--- src/rtl/appr_stats_pkg.sv ---
// Shared widths, FSM state type and saturating-add helpers for the approximate-adder error statistics block.
package appr_stats_pkg;

  localparam int DEF_W     = 24;
  localparam int DEF_EW    = DEF_W + 2;
  localparam int DEF_CNT_W = 32;
  localparam int DEF_SUM_W = 64;
  localparam int DEF_SQ_W  = 80;
  localparam int MAXW      = 128;

  typedef enum logic [1:0] {S_IDLE, S_RUN, S_DONE} state_t;

  typedef logic signed [MAXW-1:0] wide_s_t;
  typedef logic [MAXW-1:0]        wide_u_t;

  // Helpers work at MAXW and clamp to a w-bit range; callers narrow the result.
  function automatic wide_s_t s_max(input int w);
    return wide_s_t'((wide_u_t'(1) << (w - 1)) - wide_u_t'(1));
  endfunction

  function automatic wide_s_t s_min(input int w);
    return ~s_max(w);
  endfunction

  function automatic wide_u_t u_max(input int w);
    return (wide_u_t'(1) << w) - wide_u_t'(1);
  endfunction

  function automatic logic ovf_add_s(input wide_s_t a, input wide_s_t b, input int w);
    wide_s_t s;
    s = a + b;
    return (s > s_max(w)) || (s < s_min(w));
  endfunction

  function automatic wide_s_t sat_add_s(input wide_s_t a, input wide_s_t b, input int w);
    wide_s_t s;
    s = a + b;
    if (s > s_max(w)) return s_max(w);
    if (s < s_min(w)) return s_min(w);
    return s;
  endfunction

  function automatic logic ovf_add_u(input wide_u_t a, input wide_u_t b, input int w);
    wide_u_t s;
    s = a + b;
    return s > u_max(w);
  endfunction

  function automatic wide_u_t sat_add_u(input wide_u_t a, input wide_u_t b, input int w);
    wide_u_t s;
    s = a + b;
    if (s > u_max(w)) return u_max(w);
    return s;
  endfunction

endpackage

--- src/rtl/appr_err_calc.sv ---
// Stage 1 of the error-statistics pipeline: registered signed error, its magnitude and a nonzero flag.
module appr_err_calc
  import appr_stats_pkg::*;
#(
  parameter int W = DEF_W
) (
  input  logic                 clk,
  input  logic                 rst,
  input  logic                 vld_p0,
  input  logic [W:0]           exact_sum,
  input  logic [W:0]           appr_sum,
  output logic                 vld_p1,
  output logic signed [W+1:0]  err_p1,
  output logic [W+1:0]         abs_p1,
  output logic                 nz_p1
);

  localparam int EW = W + 2;

  logic signed [EW-1:0] err_p0;
  logic [EW-1:0]        abs_p0;

  // Both sums are treated as signed W+1-bit values; their difference always fits EW bits.
  always_comb begin
    err_p0 = EW'($signed(appr_sum)) - EW'($signed(exact_sum));
    abs_p0 = err_p0[EW-1] ? EW'(-err_p0) : EW'(err_p0);
  end

  always_ff @(posedge clk) begin
    if (rst) vld_p1 <= 1'b0;
    else     vld_p1 <= vld_p0;
  end

  always_ff @(posedge clk) begin
    if (vld_p0) begin
      err_p1 <= err_p0;
      abs_p1 <= abs_p0;
      nz_p1  <= |err_p0;
    end
  end

endmodule

--- src/rtl/appr_err_stats.sv ---
// Error statistics accumulator for exact vs approximate adder sums: FSM, sample counters and stage-2 accumulation.
// Define APPR_STATS_SQ_EN to build the squared-error path; otherwise err_sq_sum reads zero.
module appr_err_stats
  import appr_stats_pkg::*;
#(
  parameter int W     = DEF_W,
  parameter int CNT_W = DEF_CNT_W,
  parameter int SUM_W = DEF_SUM_W,
  parameter int SQ_W  = DEF_SQ_W
) (
  input  logic                    clk,
  input  logic                    rst,
  input  logic                    start,
  input  logic [CNT_W-1:0]        target,
  input  logic                    in_valid,
  output logic                    in_ready,
  input  logic [W:0]              exact_sum,
  input  logic [W:0]              appr_sum,
  output logic                    busy,
  output logic                    done,
  output logic [CNT_W-1:0]        sample_count,
  output logic signed [SUM_W-1:0] err_sum,
  output logic [SQ_W-1:0]         err_sq_sum,
  output logic [W+1:0]            max_abs_err,
  output logic [CNT_W-1:0]        nz_count,
  output logic                    ovf
);

  localparam int EW = W + 2;

  state_t                  state_q, state_nxt;
  logic [CNT_W-1:0]        target_q, accepted_q;
  logic                    start_go, vld_p0, vld_p1, nz_p1;
  logic signed [EW-1:0]    err_p1;
  logic [EW-1:0]           abs_p1;
  logic signed [SUM_W-1:0] sum_nxt;
  logic [CNT_W-1:0]        cnt_nxt, nz_nxt;
  logic [EW-1:0]           max_nxt;
  logic                    ovf_nxt, sq_ovf;

  assign start_go = start && (state_q != S_RUN);
  assign vld_p0   = in_valid && in_ready;

  always_ff @(posedge clk) begin
    if (rst) state_q <= S_IDLE;
    else     state_q <= state_nxt;
  end

  // Leave RUN only once every accepted sample has drained out of stage 1.
  always_comb begin
    state_nxt = state_q;
    case (state_q)
      S_IDLE:  if (start) state_nxt = S_RUN;
      S_RUN:   if ((accepted_q == target_q) && !vld_p1) state_nxt = S_DONE;
      S_DONE:  if (start) state_nxt = S_RUN;
      default: state_nxt = S_IDLE;
    endcase
  end

  always_comb begin
    busy     = (state_q == S_RUN);
    done     = (state_q == S_DONE);
    in_ready = busy && (accepted_q < target_q);
  end

  always_ff @(posedge clk) begin
    if (rst) begin
      accepted_q <= '0;
      target_q   <= '0;
    end else if (start_go) begin
      accepted_q <= '0;
      target_q   <= target;
    end else if (vld_p0) begin
      accepted_q <= accepted_q + CNT_W'(1);
    end
  end

  // Stage 0 -> 1 boundary
  appr_err_calc #(.W(W)) u_calc (
    .clk       (clk),
    .rst       (rst),
    .vld_p0    (vld_p0),
    .exact_sum (exact_sum),
    .appr_sum  (appr_sum),
    .vld_p1    (vld_p1),
    .err_p1    (err_p1),
    .abs_p1    (abs_p1),
    .nz_p1     (nz_p1)
  );

  // Stage 1 -> 2 boundary
  always_comb begin
    sum_nxt = SUM_W'(sat_add_s(MAXW'(err_sum), MAXW'(err_p1), SUM_W));
    cnt_nxt = CNT_W'(sat_add_u(MAXW'(sample_count), MAXW'(1), CNT_W));
    nz_nxt  = CNT_W'(sat_add_u(MAXW'(nz_count), MAXW'(nz_p1), CNT_W));
    max_nxt = (abs_p1 > max_abs_err) ? abs_p1 : max_abs_err;
    ovf_nxt = ovf
            | ovf_add_s(MAXW'(err_sum), MAXW'(err_p1), SUM_W)
            | ovf_add_u(MAXW'(sample_count), MAXW'(1), CNT_W)
            | ovf_add_u(MAXW'(nz_count), MAXW'(nz_p1), CNT_W)
            | sq_ovf;
  end

  always_ff @(posedge clk) begin
    if (rst || start_go) begin
      sample_count <= '0;
      err_sum      <= '0;
      max_abs_err  <= '0;
      nz_count     <= '0;
      ovf          <= 1'b0;
    end else if (vld_p1) begin
      sample_count <= cnt_nxt;
      err_sum      <= sum_nxt;
      max_abs_err  <= max_nxt;
      nz_count     <= nz_nxt;
      ovf          <= ovf_nxt;
    end
  end

`ifdef APPR_STATS_SQ_EN
  logic signed [2*EW-1:0] err_sq;
  logic [SQ_W-1:0]        sq_nxt;

  always_comb begin
    err_sq = (2*EW)'(err_p1) * (2*EW)'(err_p1);
    sq_nxt = SQ_W'(sat_add_u(MAXW'(err_sq_sum), MAXW'($unsigned(err_sq)), SQ_W));
    sq_ovf = ovf_add_u(MAXW'(err_sq_sum), MAXW'($unsigned(err_sq)), SQ_W);
  end

  always_ff @(posedge clk) begin
    if (rst || start_go) err_sq_sum <= '0;
    else if (vld_p1)     err_sq_sum <= sq_nxt;
  end
`else
  assign err_sq_sum = '0;
  assign sq_ovf     = 1'b0;
`endif

endmodule

--- config.mk ---
export PLATFORM = sky130hd
export DESIGN_NAME = appr_err_stats
export DESIGN_NICKNAME = d
export VERILOG_FILES = /design/src/rtl/appr_stats_pkg.sv /design/src/rtl/appr_err_calc.sv /design/src/rtl/appr_err_stats.sv
export SDC_FILE = /design/constraint.sdc
export NUM_CORES = 1
export LEC_CHECK = 0
export ABC_AREA = 1
export BUFFER_PORTS_ARGS = -buffer_cell sky130_fd_sc_hd__buf_4
export CAP_MARGIN = 20
export CORE_MARGIN = 3
export CORE_UTILIZATION = 32
export DETAILED_ROUTE_END_ITERATION = 8
export PLACE_DENSITY = 0.57
export SLEW_MARGIN = 20
export SYNTH_ARGS = -nofsm -noshare
export SYNTH_HDL_FRONTEND = slang
export SYNTH_SLANG_ARGS = --single-unit
--- constraint.sdc ---
create_clock -name clk -period 4.4 [get_ports clk]
set_clock_uncertainty 0.1 [all_clocks]
set_input_delay 0.22 -clock clk [delete_from_list [all_inputs] [get_ports clk]]
set_output_delay 0.22 -clock clk [all_outputs]
set_load 0.02 [all_outputs]
==> results of run 1 <==
logic make-up (layout without fill, tap and decap cells):
kind of cell    after synthesis  in the layout
other cells                   1             80
simple gates               1627           1627
compound gates              591            591
xor+xnor                    102            102
fa+ha+maj                   155            155
buf+inv                     783            984
flops                       274            274
through the flow:
stage	utilization, %	total power, W	instances	setup WS, ps
6_report	38.5	0.00736	4744	368
5_1_grt	38.5	0.00773	4744	201
3_3_place_gp	36.2	0.00428	4639	416
4_1_cts	38.5	0.00744	4744	473
2_1_floorplan	-	0.00384	3612	651
3_5_place_dp	36.2	0.00429	4639	493
cell usage after synthesis, types with 3 or more instances:
master / instances / area share, %
buf_6: 6 / 0.30
o21a_1: 5 / 0.17
nor4_1: 21 / 0.58
nand2_1: 969 / 16
o221ai_1: 3 / 0.12
buf_1: 4 / 0.067
dfxtp_1: 222 / 20
xnor2_1: 24 / 0.94
xor2_1: 78 / 3.0
edfxtp_1: 52 / 7.0
ha_1: 153 / 8.5
buf_2: 11 / 0.25
o21bai_1: 11 / 0.37
a221oi_1: 12 / 0.47
inv_1: 605 / 10
nand4_1: 87 / 2.4
nand3b_1: 13 / 0.43
nor3_1: 64 / 1.4
inv_2: 6 / 0.10
a211oi_1: 6 / 0.20
buf_4: 80 / 2.7
a31oi_1: 18 / 0.50
nor3b_1: 6 / 0.20
clkinv_1: 5 / 0.084
nand3_1: 153 / 3.4
and2_1: 8 / 0.22
nor2_1: 285 / 4.8
a21oi_2: 60 / 2.3
nor2_2: 5 / 0.14
o21ai_0: 173 / 3.9
nor3_2: 3 / 0.13
o211ai_1: 49 / 1.6
a21oi_1: 244 / 5.4
clkbuf_1: 66 / 1.1
or2_2: 3 / 0.084
timing repair:
| item | 4_1_cts | 5_1_grt |
|---|---|---|
| setup endpoints to repair | 0 | 0 |
| hold buffers | 35 | 0 |
| hold endpoints to repair | 42 | 0 |
routing by layer:
layer / vias up / wire, microns / global-route usage [%]
li1: 11800 / - / -
met1: 10500 / 35300 / 27.3
met2: 644 / 35800 / 34.9
met3: 109 / 5290 / 3.88
met4: 0 / 2160 / 6.10
met5: - / 0 / 0
worst max-delay path by stage:
stage                            startpoint                 to  slack [ps]  depth (start not counted)
after global placement    u_calc.err_p1[25]         err_sum[1]         420                         21
after CTS                 u_calc.err_p1[25]        err_sum[14]         470                         21
after detailed placement  u_calc.err_p1[25]         err_sum[0]         490                         21
after global routing      u_calc.err_p1[25]        err_sum[19]         200                         21
final                     u_calc.err_p1[25]        err_sum[14]         370                         21
after floorplan              accepted_q[19]  u_calc.abs_p1[10]         650                          9
registers in the layout, indices dropped and copies added (netlist names), 2 cells and up:
| name | count |
|---|---|
| err_sum | 64 |
| accepted_q | 32 |
| nz_count | 32 |
| sample_count | 32 |
| target_q | 32 |
| max_abs_err | 26 |
| u_calc.err_p1 | 26 |
| u_calc.abs_p1 | 25 |
| state_q | 2 |
power breakdown:
part | leakage [nW] | internal [W] | total (W) | switching [W]
Clock | 0.609 | 0.00182 | 0.00309 | 0.00127
Sequential | 2.28 | 0.00269 | 0.00276 | 0.0000763
Combinational | 9.91 | 0.000484 | 0.00150 | 0.00102
Total | 12.8 | 0.00499 | 0.00736 | 0.00237
area by class of cell:
class,count,area [sq um]
well taps,931,1160
flip-flops and latches,274,6010
clock inverters,18,179
clock buffers,52,1060
repair buffers,298,2410
multi-input cells,2555,13500
inverters,616,2310
fillers,7514,42500
worst min-delay path: cells and delay by family:
family                   cells  cell delay (ps)
buffers and inverters        2              160
adder cells (fa/ha/maj)      1              200
==> run summary, run 1 <==
Worst vdd ir -> 0.217 mV
Grt ovf -> 0
Largest net degree at the start of global routing -> 154
P per Cell Area -> 277 nW/um^2
CP most frequent cell -> nand2_1
Crit path DAT -> 4360 ps
Reg-to-reg endpoint -> err_sum[14]
Maximum clock path buffer count -> 3
Hold depth -> 3
LEAKAGE -> 12.8 nW
Worst setup EP type -> flip-flop
CP peak stage delay -> 410 ps
Largest family of logic cells by synthesized area -> simple AND/OR/NAND/NOR gates
Outcome -> finished, final reports clean
RSZ-0062 raised after global routing -> false
Critical path buffer and inverter count -> 3
# port buffers -> 243
First-pass GRT wire length -> 123000 microns
Sequential share of the synthesized area -> 26.7%
Placeable Area -> 69100 sq um
Post-synthesis adder-cell area fraction -> 8.70%
Worst slew margin -> 23.0%
DP Area -> 25000 sq um
Core Rows -> 96
Initial DRC count -> 1529
Worst Hold End -> u_calc.err_p1[0]
Ys async rst share -> 0%
Avg Cell Area, Syn -> 6.36 sq um
Routed Antenna Nets -> 0
Worst-Margin Slew -> 1150 ps
DRT Wirelength -> 78500 microns
Crit path cell chain -> buf_12 > ha_1 > nand2_1 > nor2_1 > inv_2 > nor2_2 > and2_1 > nand2_1 > nand2_1 > nand2_1 > nand2_1 > nand2_1 > nor2_1 > nand2_1 > nor2_1 > nand3_1 > nor2_1 > nor2_1 > nand2_4 > buf_12 > a21oi_2
Hold Path Class -> input port to flip-flop
Die Wd -> 271 microns
CTS buffer count -> 38
Share of layout cells above drive strength 1 -> 10.7%
Critical R2R Launch -> u_calc.err_p1[25]
CTS Sinks -> 274
Highest-count cells in the layout ignoring fill and taps -> 968 x nand2_1, 604 x inv_1, 283 x nor2_1
Half-perimeter wire length after placement -> 61800 microns
Post-Synthesis Cell Area -> 22500 sq um
Post-synthesis mux area share -> 0%
Clock Pin Slew Worst Setup and Hold Paths -> 60 ps
Post-CTS sizing -> 0
Reg2reg path depth -> 21
Startpoint Class -> flip-flop
DRT Pass-1 Iters -> 5
Root Driver -> clkbuf_16
Drt drc -> 0
Fin nets -> 4024
Setup-failing EPs final -> 0
Synth Area in XOR/XNOR -> 3.98%
Final Hold Fails -> 0
# IOs -> 324
CP delay by family, top -> simple AND/OR/NAND/NOR gates
Routed length per placed instance -> 16.5 microns
Max-cap violations -> 0
Antenna fix cells -> 0
Hold path startpoint -> exact_sum[0]
Vias -> 23000
Commonest non-fill, non-tap cell in the layout -> nand2_1
Postcts setup bufs -> 0
Die ar. -> 73400 sq um
Post-synthesis cell type count -> 51
Fin. max-slew vios -> 0
Syn-to-layout area delta -> 18.5%
Gate Count Post-Synth -> 3533
Fin Hold WS -> 108 ps
Simple-gate share of the synthesized area -> 30.4%
Routability cong. -> 1.01
Vias per cell -> 4.85
Minimum clock period -> 4030 ps
Critical path peak fanout -> 39
Crit path max-delay cell type -> edfxtp_1
Setup tns final -> 0 ps
Worst endpoint required time -> 4730 ps
Final Instance Area -> 26600 sq um
Effective utilization at floorplan -> 32.5%
GRT Total Usage -> 20.8%
Fin crit share -> 91.6%
CTS H-tree lvls -> 2
Synth Area in Compound Gates -> 15.5%
Synth warn -> 0
Clock insertion delay at the later pin of the skew report -> 570 ps
Vias in the first global route -> 22100
Top_reg_cell synth -> dfxtp_1
TritonCTS clock tree -> built
Reg2Reg Setup Slack -> 370 ps
Post-synth EDFFs -> 52
Max Clock Freq -> 248 MHz
Die height -> 271 microns
Crit Path Class -> flip-flop to flip-flop
Register bit total from synthesis -> 274
Antenna violations before repair -> 0
No activity file was read; power rests on OpenSTA's default activity.
==> inputs of run 2 (changes only) <==
--- a/config.mk
+++ b/config.mk
@@ -11,7 +11,7 @@
 export CORE_MARGIN = 3
 export CORE_UTILIZATION = 32
 export DETAILED_ROUTE_END_ITERATION = 8
-export PLACE_DENSITY = 0.57
+export PLACE_DENSITY = 0.61
 export SLEW_MARGIN = 20
 export SYNTH_ARGS = -nofsm -noshare
 export SYNTH_HDL_FRONTEND = slang
==> run 2 against run 1 <==
- final area decreased by 0.24%
- die area unchanged
- register-to-register slack got worse by 120 ps
- count of clock-buffer cells in the layout increased by 1
- global-route usage decreased by 0.15 points
- critical path depth decreased by 2
- cell count decreased by 0.11%
- core utilization decreased by 0.091 points
- sequential cell count unchanged
- setup slack got worse by 120 ps
- fmax decreased by 2.8%
- highest routed layer unchanged
==> run summary, run 2 (synthesized netlist as in run 1, its figures left out) <==
Critical path peak fanout -> 33
Antenna fix cells -> 0
CTS H-tree lvls -> 2
DRT Wirelength -> 78400 microns
Final worst slack -> 252 ps
Routed Antenna Nets -> 0
Clock insertion delay at the later pin of the skew report -> 570 ps
Biggest register -> err_sum
Max reg flops -> 64
Crit path DAT -> 4490 ps
Share of layout cells above drive strength 1 -> 10.8%
CTS Sinks -> 274
Vias in the first global route -> 22000
Worst endpoint required time -> 4740 ps
Setup tns final -> 0 ps
Syn-to-layout area delta -> 18.2%
# port buffers -> 243
DRT Pass-1 Iters -> 8
Die ar. -> 73400 sq um
Hold depth -> 5
LEAKAGE -> 12.8 nW
Crit Path Class -> flip-flop to flip-flop
P per Cell Area -> 275 nW/um^2
Routability cong. -> 0.998
Highest-count cells in the layout ignoring fill and taps -> 968 x nand2_1, 604 x inv_1, 283 x nor2_1
Effective utilization at floorplan -> 32.5%
Setup Slack @ Placement -> 308 ps
Largest net degree at the start of global routing -> 86
Root Driver -> clkbuf_16
Total power -> 0.00730 W
Startpoint Class -> flip-flop
Worst-Margin Slew -> 938 ps
Outcome -> finished, final reports clean
Half-perimeter wire length after placement -> 61700 microns
First-pass GRT wire length -> 122000 microns
Placeable Area -> 69100 sq um
Core Rows -> 96
Setup-failing EPs final -> 0
Initial DRC count -> 1542
GRT Total Usage -> 20.7%
Routed length per placed instance -> 16.6 microns
Final Instance Area -> 26500 sq um
Die Wd -> 271 microns
Grt ovf -> 0
# IOs -> 324
DP Area -> 25000 sq um
Max-cap violations -> 0
Fin crit share -> 94.3%
Hold Path Class -> input port to flip-flop
Commonest non-fill, non-tap cell in the layout -> nand2_1
Postcts setup bufs -> 0
Maximum clock path buffer count -> 3
Worst vdd ir -> 0.261 mV
TritonCTS clock tree -> built
CTS buffer count -> 37
Vias -> 23200
Drt drc -> 0
Antenna violations before repair -> 1
Multi-input logic area -> 13500 sq um
Worst setup EP type -> flip-flop
Fin nets -> 4022
Reg2reg path depth -> 19
Max Clock Freq -> 241 MHz
Fin. max-slew vios -> 0
Final Hold Fails -> 0
Register area -> 6010 sq um
Die height -> 271 microns
Worst slew margin -> 37.5%
Minimum clock period -> 4150 ps
Clock Pin Slew Worst Setup and Hold Paths -> 60 ps
Post-CTS sizing -> 0
# fillers -> 7499
RSZ-0062 raised after global routing -> false
Vias per cell -> 4.90
[run 2: cell count changes in the layout (fill, tap and decap cells not counted), sizes merged]
cell,before,now
clkinvlp,0,1
inv,612,611
bufinv,2,1
clkinv,20,16
dlygate4sd3,35,34
clkbuf,52,53
[run 2: metrics by stage]
step	hold WS, ps	utilization [%]	instances
finish	72.5	38.4	4739
detailed placement	341	36.2	4639
global route	102	38.4	4739
floorplan	189	-	3612
global placement	341	36.2	4639
CTS	43.9	38.4	4739
[run 2: path summary, 6_finish.rpt]
kind	from	endpoint	slack [ps]
hold / removal	in_valid	accepted_q[4]	70
hold reg to reg	target_q[29]	target_q[29]	360
setup / recovery	u_calc.err_p1[25]	err_sum[47]	250
setup reg to reg	u_calc.err_p1[25]	err_sum[47]	250
[run 2: power breakdown]
group / switching (W) / total [W] / internal, W
Clock: 0.00124 / 0.00304 / 0.00180
Sequential: 0.0000835 / 0.00277 / 0.00269
Combinational: 0.00101 / 0.00149 / 0.000481
Total: 0.00233 / 0.00730 / 0.00497
[run 2: cell type report]
class | instances | area share, %
Tap cell | 931 | 4.39
Multi-Input combinational cell | 2555 | 50.7
Timing Repair Buffer | 297 | 8.91
Inverter | 616 | 8.72
Clock inverter | 13 | 0.462
Sequential cell | 274 | 22.6
Clock buffer | 53 | 4.13
[run 2: timing repair]
action | in CTS | in global routing
endpoints found under the setup margin | 0 | 0
hold endpoints to repair | 40 | 0
hold buffers | 34 | 0
[run 2: routing by layer]
metal | up-vias | wire (microns) | track usage (%)
met2 | 726 | 35500 | 34.6
li1 | 11800 | - | -
met5 | - | 0 | 0
met4 | 0 | 2350 | 6.32
met3 | 122 | 6120 | 4.21
met1 | 10600 | 34500 | 26.8
[run 2: worst max-delay path, cell delays in order (launching register included)]
cell and delay (ps):
edfxtp_1 320, buf_4 360, buf_4 240, ha_1 300, nand2_1 200, inv_1 60
nand2_1 60, nand2_1 70, inv_1 60, nand2_1 90, a21oi_1 230, nand2_1 180
nand3_1 160, nand2_1 120, a21oi_1 180, xor2_1 340, nand2_2 90, buf_4 270
a21oi_1 490, a21oi_2 100
